<file path="config.mk">
export PLATFORM = sky130hd
export DESIGN_NAME = seg_scan_driver
export DESIGN_NICKNAME = d
export VERILOG_FILES = /design/src/rtl/seg_pkg.sv /design/src/rtl/seg_hex_decode.sv /design/src/rtl/seg_scan_driver.sv
export SDC_FILE = /design/constraint.sdc
export NUM_CORES = 1
export LEC_CHECK = 0
export BUFFER_PORTS_ARGS = -buffer_cell sky130_fd_sc_hd__buf_4
export CELL_PAD_IN_SITES_DETAIL_PLACEMENT = 1
export CELL_PAD_IN_SITES_GLOBAL_PLACEMENT = 1
export CORE_ASPECT_RATIO = 0.75
export CORE_MARGIN = 5
export CORE_UTILIZATION = 45
export CTS_BUF_LIST = sky130_fd_sc_hd__clkbuf_16
export DETAILED_ROUTE_END_ITERATION = 16
export PLACE_DENSITY_LB_ADDON = 0.1
export SETUP_SLACK_MARGIN = 0.2
export SLEW_MARGIN = 15
export SYNTH_ARGS = -nofsm -noshare
export SYNTH_HDL_FRONTEND = slang
export SYNTH_SLANG_ARGS = --single-unit
</file>
<file path="constraint.sdc">
create_clock -name clk -period 2.65 [get_ports clk]
set_input_delay 0.1325 -clock clk [delete_from_list [all_inputs] [get_ports clk]]
set_output_delay 0.1325 -clock clk [all_outputs]
set_load 0.05 [all_outputs]
</file>
<file path="src/rtl/seg_pkg.sv">
// seg_pkg: shared constants for the seven-segment scan driver.
//   SEG_HEX   - active-low gfedcba patterns for hex digits 0..F
//   SEG_OFF   - all segments dark (active-low)
//   idx_width - width of a digit index counter for a given digit count
package seg_pkg;

  localparam logic [6:0] SEG_OFF = 7'h7f;

  localparam logic [6:0] SEG_HEX [16] = '{
    7'h40, 7'h79, 7'h24, 7'h30, 7'h19, 7'h12, 7'h02, 7'h78,
    7'h00, 7'h10, 7'h08, 7'h03, 7'h46, 7'h21, 7'h06, 7'h0e
  };

  // A single digit still needs a 1-bit index register.
  function automatic int unsigned idx_width(input int unsigned n);
    return (n > 1) ? $clog2(n) : 1;
  endfunction

endpackage

</file>
<file path="src/rtl/seg_hex_decode.sv">
// seg_hex_decode: combinational hex nibble to active-low seven-segment pattern.
// Ports:
//   nibble  in  4  hex value 0..F
//   seg_n   out 7  active-low segments, bit0 = a .. bit6 = g
module seg_hex_decode
  import seg_pkg::*;
(
  input  logic [3:0] nibble,
  output logic [6:0] seg_n
);

  assign seg_n = SEG_HEX[nibble];

endmodule

</file>
<file path="src/rtl/seg_scan_driver.sv">
// seg_scan_driver: time-multiplexed N-digit seven-segment driver with a
// double-buffered frame, hex decode, per-slot anti-ghost blanking and
// optional leading-zero blanking (define SEG_LZB_EN to enable).
// Ports:
//   clk         in  1              system clock
//   rst_n       in  1              synchronous active-low reset
//   wr_en       in  1              capture wr_digits/wr_dp
//   wr_digits   in  4*NUM_DIGITS   nibble i at [4i+3:4i], digit 0 rightmost
//   wr_dp       in  NUM_DIGITS     decimal points, 1 = lit
//   digit_en    in  NUM_DIGITS     live per-digit enable, 0 = dark
//   seg_n       out 7              segments, active-low
//   dp_n        out 1              decimal point, active-low
//   an_n        out NUM_DIGITS     digit enables, active-low one-hot or all ones
//   frame_done  out 1              one-cycle pulse after each frame boundary
//   pend        out 1              a written frame awaits transfer
module seg_scan_driver
  import seg_pkg::*;
#(
  parameter int unsigned NUM_DIGITS   = 4,
  parameter int unsigned PRESCALE     = 50000,
  parameter int unsigned BLANK_CYCLES = 0
) (
  input  logic                    clk,
  input  logic                    rst_n,
  input  logic                    wr_en,
  input  logic [4*NUM_DIGITS-1:0] wr_digits,
  input  logic [NUM_DIGITS-1:0]   wr_dp,
  input  logic [NUM_DIGITS-1:0]   digit_en,
  output logic [6:0]              seg_n,
  output logic                    dp_n,
  output logic [NUM_DIGITS-1:0]   an_n,
  output logic                    frame_done,
  output logic                    pend
);

  localparam int unsigned CntW = $clog2(PRESCALE);
  localparam int unsigned IdxW = idx_width(NUM_DIGITS);

  logic [CntW-1:0]         div_cnt_q, div_cnt_d;
  logic [IdxW-1:0]         idx_q, idx_d;
  logic [4*NUM_DIGITS-1:0] active_q, pending_q;
  logic [NUM_DIGITS-1:0]   active_dp_q, pending_dp_q;
  logic                    pend_q;
  logic [6:0]              seg_q, seg_d;
  logic                    dp_q, dp_d;
  logic [NUM_DIGITS-1:0]   an_q, an_d;
  logic                    frame_done_q;

  logic       div_wrap, idx_wrap, boundary;
  logic [3:0] cur_nib;
  logic       cur_dp, cur_on, cur_lz, blank_win;
  logic [6:0] dec_seg;

  assign div_wrap = (div_cnt_q == CntW'(PRESCALE - 1));
  assign idx_wrap = (idx_q == IdxW'(NUM_DIGITS - 1));
  assign boundary = div_wrap && idx_wrap;

  always_comb begin
    div_cnt_d = div_wrap ? '0 : div_cnt_q + 1'b1;
    idx_d     = idx_q;
    if (div_wrap) idx_d = idx_wrap ? '0 : idx_q + 1'b1;
  end

  // Select the digit currently being scanned.
  always_comb begin
    cur_nib = 4'h0;
    cur_dp  = 1'b0;
    cur_on  = 1'b0;
    an_d    = '1;
    for (int unsigned i = 0; i < NUM_DIGITS; i++) begin
      if (idx_q == IdxW'(i)) begin
        cur_nib = active_q[4*i +: 4];
        cur_dp  = active_dp_q[i];
        cur_on  = digit_en[i];
        an_d[i] = ~digit_en[i];
      end
    end
  end

  seg_hex_decode u_dec (
    .nibble(cur_nib),
    .seg_n (dec_seg)
  );

  // Anti-ghost window at the start of each slot.
  if (BLANK_CYCLES > 0) begin : g_blank
    assign blank_win = (div_cnt_q < CntW'(BLANK_CYCLES));
  end else begin : g_no_blank
    assign blank_win = 1'b0;
  end

`ifdef SEG_LZB_EN
  // Digit i > 0 is a leading zero when it and every higher digit are zero.
  always_comb begin
    logic all_zero;
    all_zero = 1'b1;
    cur_lz   = 1'b0;
    for (int i = int'(NUM_DIGITS) - 1; i >= 1; i--) begin
      all_zero = all_zero & (active_q[4*i +: 4] == 4'h0);
      if (idx_q == IdxW'(i)) cur_lz = all_zero;
    end
  end
`else
  assign cur_lz = 1'b0;
`endif

  always_comb begin
    seg_d = cur_lz ? SEG_OFF : dec_seg;
    dp_d  = ~cur_dp;
    if (blank_win || !cur_on) begin
      seg_d = SEG_OFF;
      dp_d  = 1'b1;
    end
  end

  always_ff @(posedge clk) begin
    if (!rst_n) begin
      div_cnt_q    <= '0;
      idx_q        <= '0;
      active_q     <= '0;
      active_dp_q  <= '0;
      pending_q    <= '0;
      pending_dp_q <= '0;
      pend_q       <= 1'b0;
      seg_q        <= SEG_OFF;
      dp_q         <= 1'b1;
      an_q         <= '1;
      frame_done_q <= 1'b0;
    end else begin
      div_cnt_q    <= div_cnt_d;
      idx_q        <= idx_d;
      seg_q        <= seg_d;
      dp_q         <= dp_d;
      an_q         <= an_d;
      frame_done_q <= boundary;
      if (boundary) begin
        // A write on the boundary bypasses the pending buffer.
        if (wr_en) begin
          active_q    <= wr_digits;
          active_dp_q <= wr_dp;
        end else if (pend_q) begin
          active_q    <= pending_q;
          active_dp_q <= pending_dp_q;
        end
        pend_q <= 1'b0;
      end else if (wr_en) begin
        pending_q    <= wr_digits;
        pending_dp_q <= wr_dp;
        pend_q       <= 1'b1;
      end
    end
  end

  assign seg_n      = seg_q;
  assign dp_n       = dp_q;
  assign an_n       = an_q;
  assign frame_done = frame_done_q;
  assign pend       = pend_q;

endmodule

</file>
==> flow_summary.yaml <==
status:
  status: "completed"
floorplanning:
  io_pins: 41
  core_area_mm2: 0.00743
  dieWidth_um: 112
  start_util: 0.470
  dieArea_mm2: 0.00963
  core.rowCount: 27
  die_y_um: 86.3
timing:
  rsz0062_at_grt: "false"
  min_period_ns: 2.23
  period_share: 0.841
  final.setup.tns_ns: 0
  finalHoldViolCount: 0
  skew_ns: 0.00492
  fmax_ghz: 0.449
  finalSetupViolCount: 0
  relSlewSlack: 0.666
  tightest_slew_ns: 0.501
  maxSlewViolCount: 0
power:
  powerDensity_mw_per_mm2: 628
  combPwrFrac: 0.069
  vdd_drop_max_v: 0.000271
  power.switching_uw: 570
  p_int_mw: 2.00
  power_frac_seq: 0.437
  p_leak_nw: 1.88
  switching_share: 0.222
  clkPwrFrac: 0.493
drt:
  wl_per_cell_um: 15.5
  avgViaCountPerCell: 5.31
  first_pass_iters: 4
  vias: 2660
  drc_errors: 0
  drt-total-wl_mm: 7.77
  drtIter0Drc: 84
  final_antenna_net_count: 0
setup_path:
  ff2ff_setup_slack_ns: 0.42
  end_kind: "register"
  crit_type: "register to register"
  critPathArrivalTime_ns: 2.43
  critPathSlowestCell: "dfxtp_1"
  cp_cell_sequence: "inv_1, ha_1, inv_1, nor3_1, a221oi_2, inv_1, ha_1, nor2_1, a211oi_1, o21ai_1"
  cp.required_ns: 2.85
  startpoint_type: "register"
  cpMostUsedCell: "inv_1"
  cpPeakStageDelay_ns: 0.38
  critPathMaxFanout: 8
layout:
  multi_input_area_mm2: 0.00182
  utilization: 0.552
  seqCellArea_mm2: 0.00144
  final_cell_mix: "dfxtp_1, nand2_1, buf_4"
  final_layout_size_suffix_gt1_frac: 0.245
  nets: 433
  diodes: 0
  fillers: 852
  areaGrowthSynthToFinish_pct: 17.5
  final_common_cell: "dfxtp_1"
logic_synthesis:
  syn_area_mm2: 0.00349
  syn_avg_cell_area_um2: 9.61
  seq_area_frac_synth: 0.413
  synth-seq-cells: 72
  syn_nets: 401
  yosysWarningCount: 0
  synthCells: 363
  yosysUniqueCellTypes: 48
  synth-edff-count: 0
  synthFlopType: "dfxtp_1"
  ys_async_sr_fraction: 0
clock_tree:
  cts.repair.resized: 0
  hold_buffers: 0
  htree_levels: 3
  cts-root-buf: "clkbuf_16"
  cts.path.max_buffers: 2
  insertion_delay_ns: 0.33
  path_clk_slew_ns: 0.05
  numCtsBuffers: 9
  cts_setup_buffers: 0
  clkSinkCount: 72
  cts_tree: "yes"
global_route:
  antenna_found_initial: 0
  grt_pass1_vias: 2693
  grt_pass1_wl_mm: 13.4
  grt_use_total: 0.170
  globalRoute.totalOverflow: 0
  grt_max_degree: 48
min_path:
  holdCritPathClass: "input port to register"
place:
  place.gp.congestion: 0.804
  port_buffers: 40
  dpl.hpwl_mm: 5.56
flow_run:
  drv_cap: 0
[kinds of logic (layout without fill, tap and decap cells)]
group | after synthesis | after routing | synth area share
adder cells (fa/ha/maj) | 11 | 11 | 0.0394
buffers and inverters | 36 | 73 | 0.0667
AO/OA/AOI/OAI | 72 | 72 | 0.184
flip-flops | 72 | 72 | 0.413
XOR/XNOR | 14 | 14 | 0.0351
multiplexers | 22 | 22 | 0.0631
AND/OR/NAND/NOR | 136 | 136 | 0.199
[cells in the mapped netlist, drive strengths merged, types with 6 or more instances]
library cell | instances | area share
ha | 11 | 0.039
mux2i | 22 | 0.063
o211a | 20 | 0.057
inv | 12 | 0.013
buf | 20 | 0.049
o21ai | 27 | 0.063
nand3 | 31 | 0.044
nor2 | 19 | 0.023
xor2 | 9 | 0.023
and3 | 6 | 0.011
nand2 | 56 | 0.060
dfxtp | 72 | 0.41
a21oi | 7 | 0.010
[critical path, delay by kind of cell, from the launching register on]
kind | cells | cell delay [ns]
adders and majority gates | 2 | 0.63
AOI/OAI and AO/OA | 3 | 0.55
buffers and inverters | 3 | 0.42
DFF | 1 | 0.38
and+or+nand+nor | 2 | 0.13
[routing by layer]
| metal | global-route usage | part of all wire | vias up |
|---|---|---|---|
| met4 | 0.0497 | 0.0084 | 0 |
| met5 | 0 | 0 | - |
| met2 | 0.261 | 0.43 | 46 |
| met3 | 0.0495 | 0.042 | 7 |
| met1 | 0.234 | 0.51 | 1254 |
| li1 | - | - | 1353 |
[registers in the layout (all words and copies together) (netlist names)]
signal / cells
div_cnt_q: 16
frame_done: 1
idx_q: 2
active_dp_q: 4
pending_q: 16
pend: 1
an_n: 4
seg_n: 7
active_q: 16
dp_n: 1
pending_dp_q: 4
[metrics by stage]
stage               hold WS, ns  std cells  instance area, um^2  power (mW)  setup WS, ns
CTS                     0.00397        501                 4090        2.60         0.293
detailed placement        0.350        485                 3780        1.33         0.322
global route             0.0150        501                 4100        2.69         0.207
global placement          0.350        485                 3780        1.33         0.420
finish                   0.0121        501                 4100        2.57         0.422
floorplan                 0.217        363                 3490        1.27         0.438
[final cells by class]
cell class	count	area share
sequential	72	0.352
multi-input combinational	255	0.445
clock buffer	9	0.0549
inverter	12	0.0110
clock inverter	7	0.0214
tap	101	0.0308
timing repair buffer	45	0.0855
[path summary, 6_finish.rpt]
kind                                    from            to  depth (start not counted)
worst min-delay path             digit_en[0]       an_n[0]                          2
worst min register to register  div_cnt_q[0]  div_cnt_q[0]                          1
worst max register to register      idx_q[0]      seg_n[3]                         10
worst max-delay path                idx_q[0]      seg_n[3]                         10
[power by group through the flow]
| stage | combinational, mW | clock (mW) | sequential (mW) |
|---|---|---|---|
| after detailed placement | 0.183 | 0 | 1.15 |
| after CTS | 0.183 | 1.30 | 1.13 |
| final | 0.178 | 1.27 | 1.13 |
| after floorplan | 0.101 | 0 | 1.17 |
| after global placement | 0.179 | 0 | 1.15 |
| after global routing | 0.197 | 1.36 | 1.13 |
No activity file was read; power rests on OpenSTA's default activity.
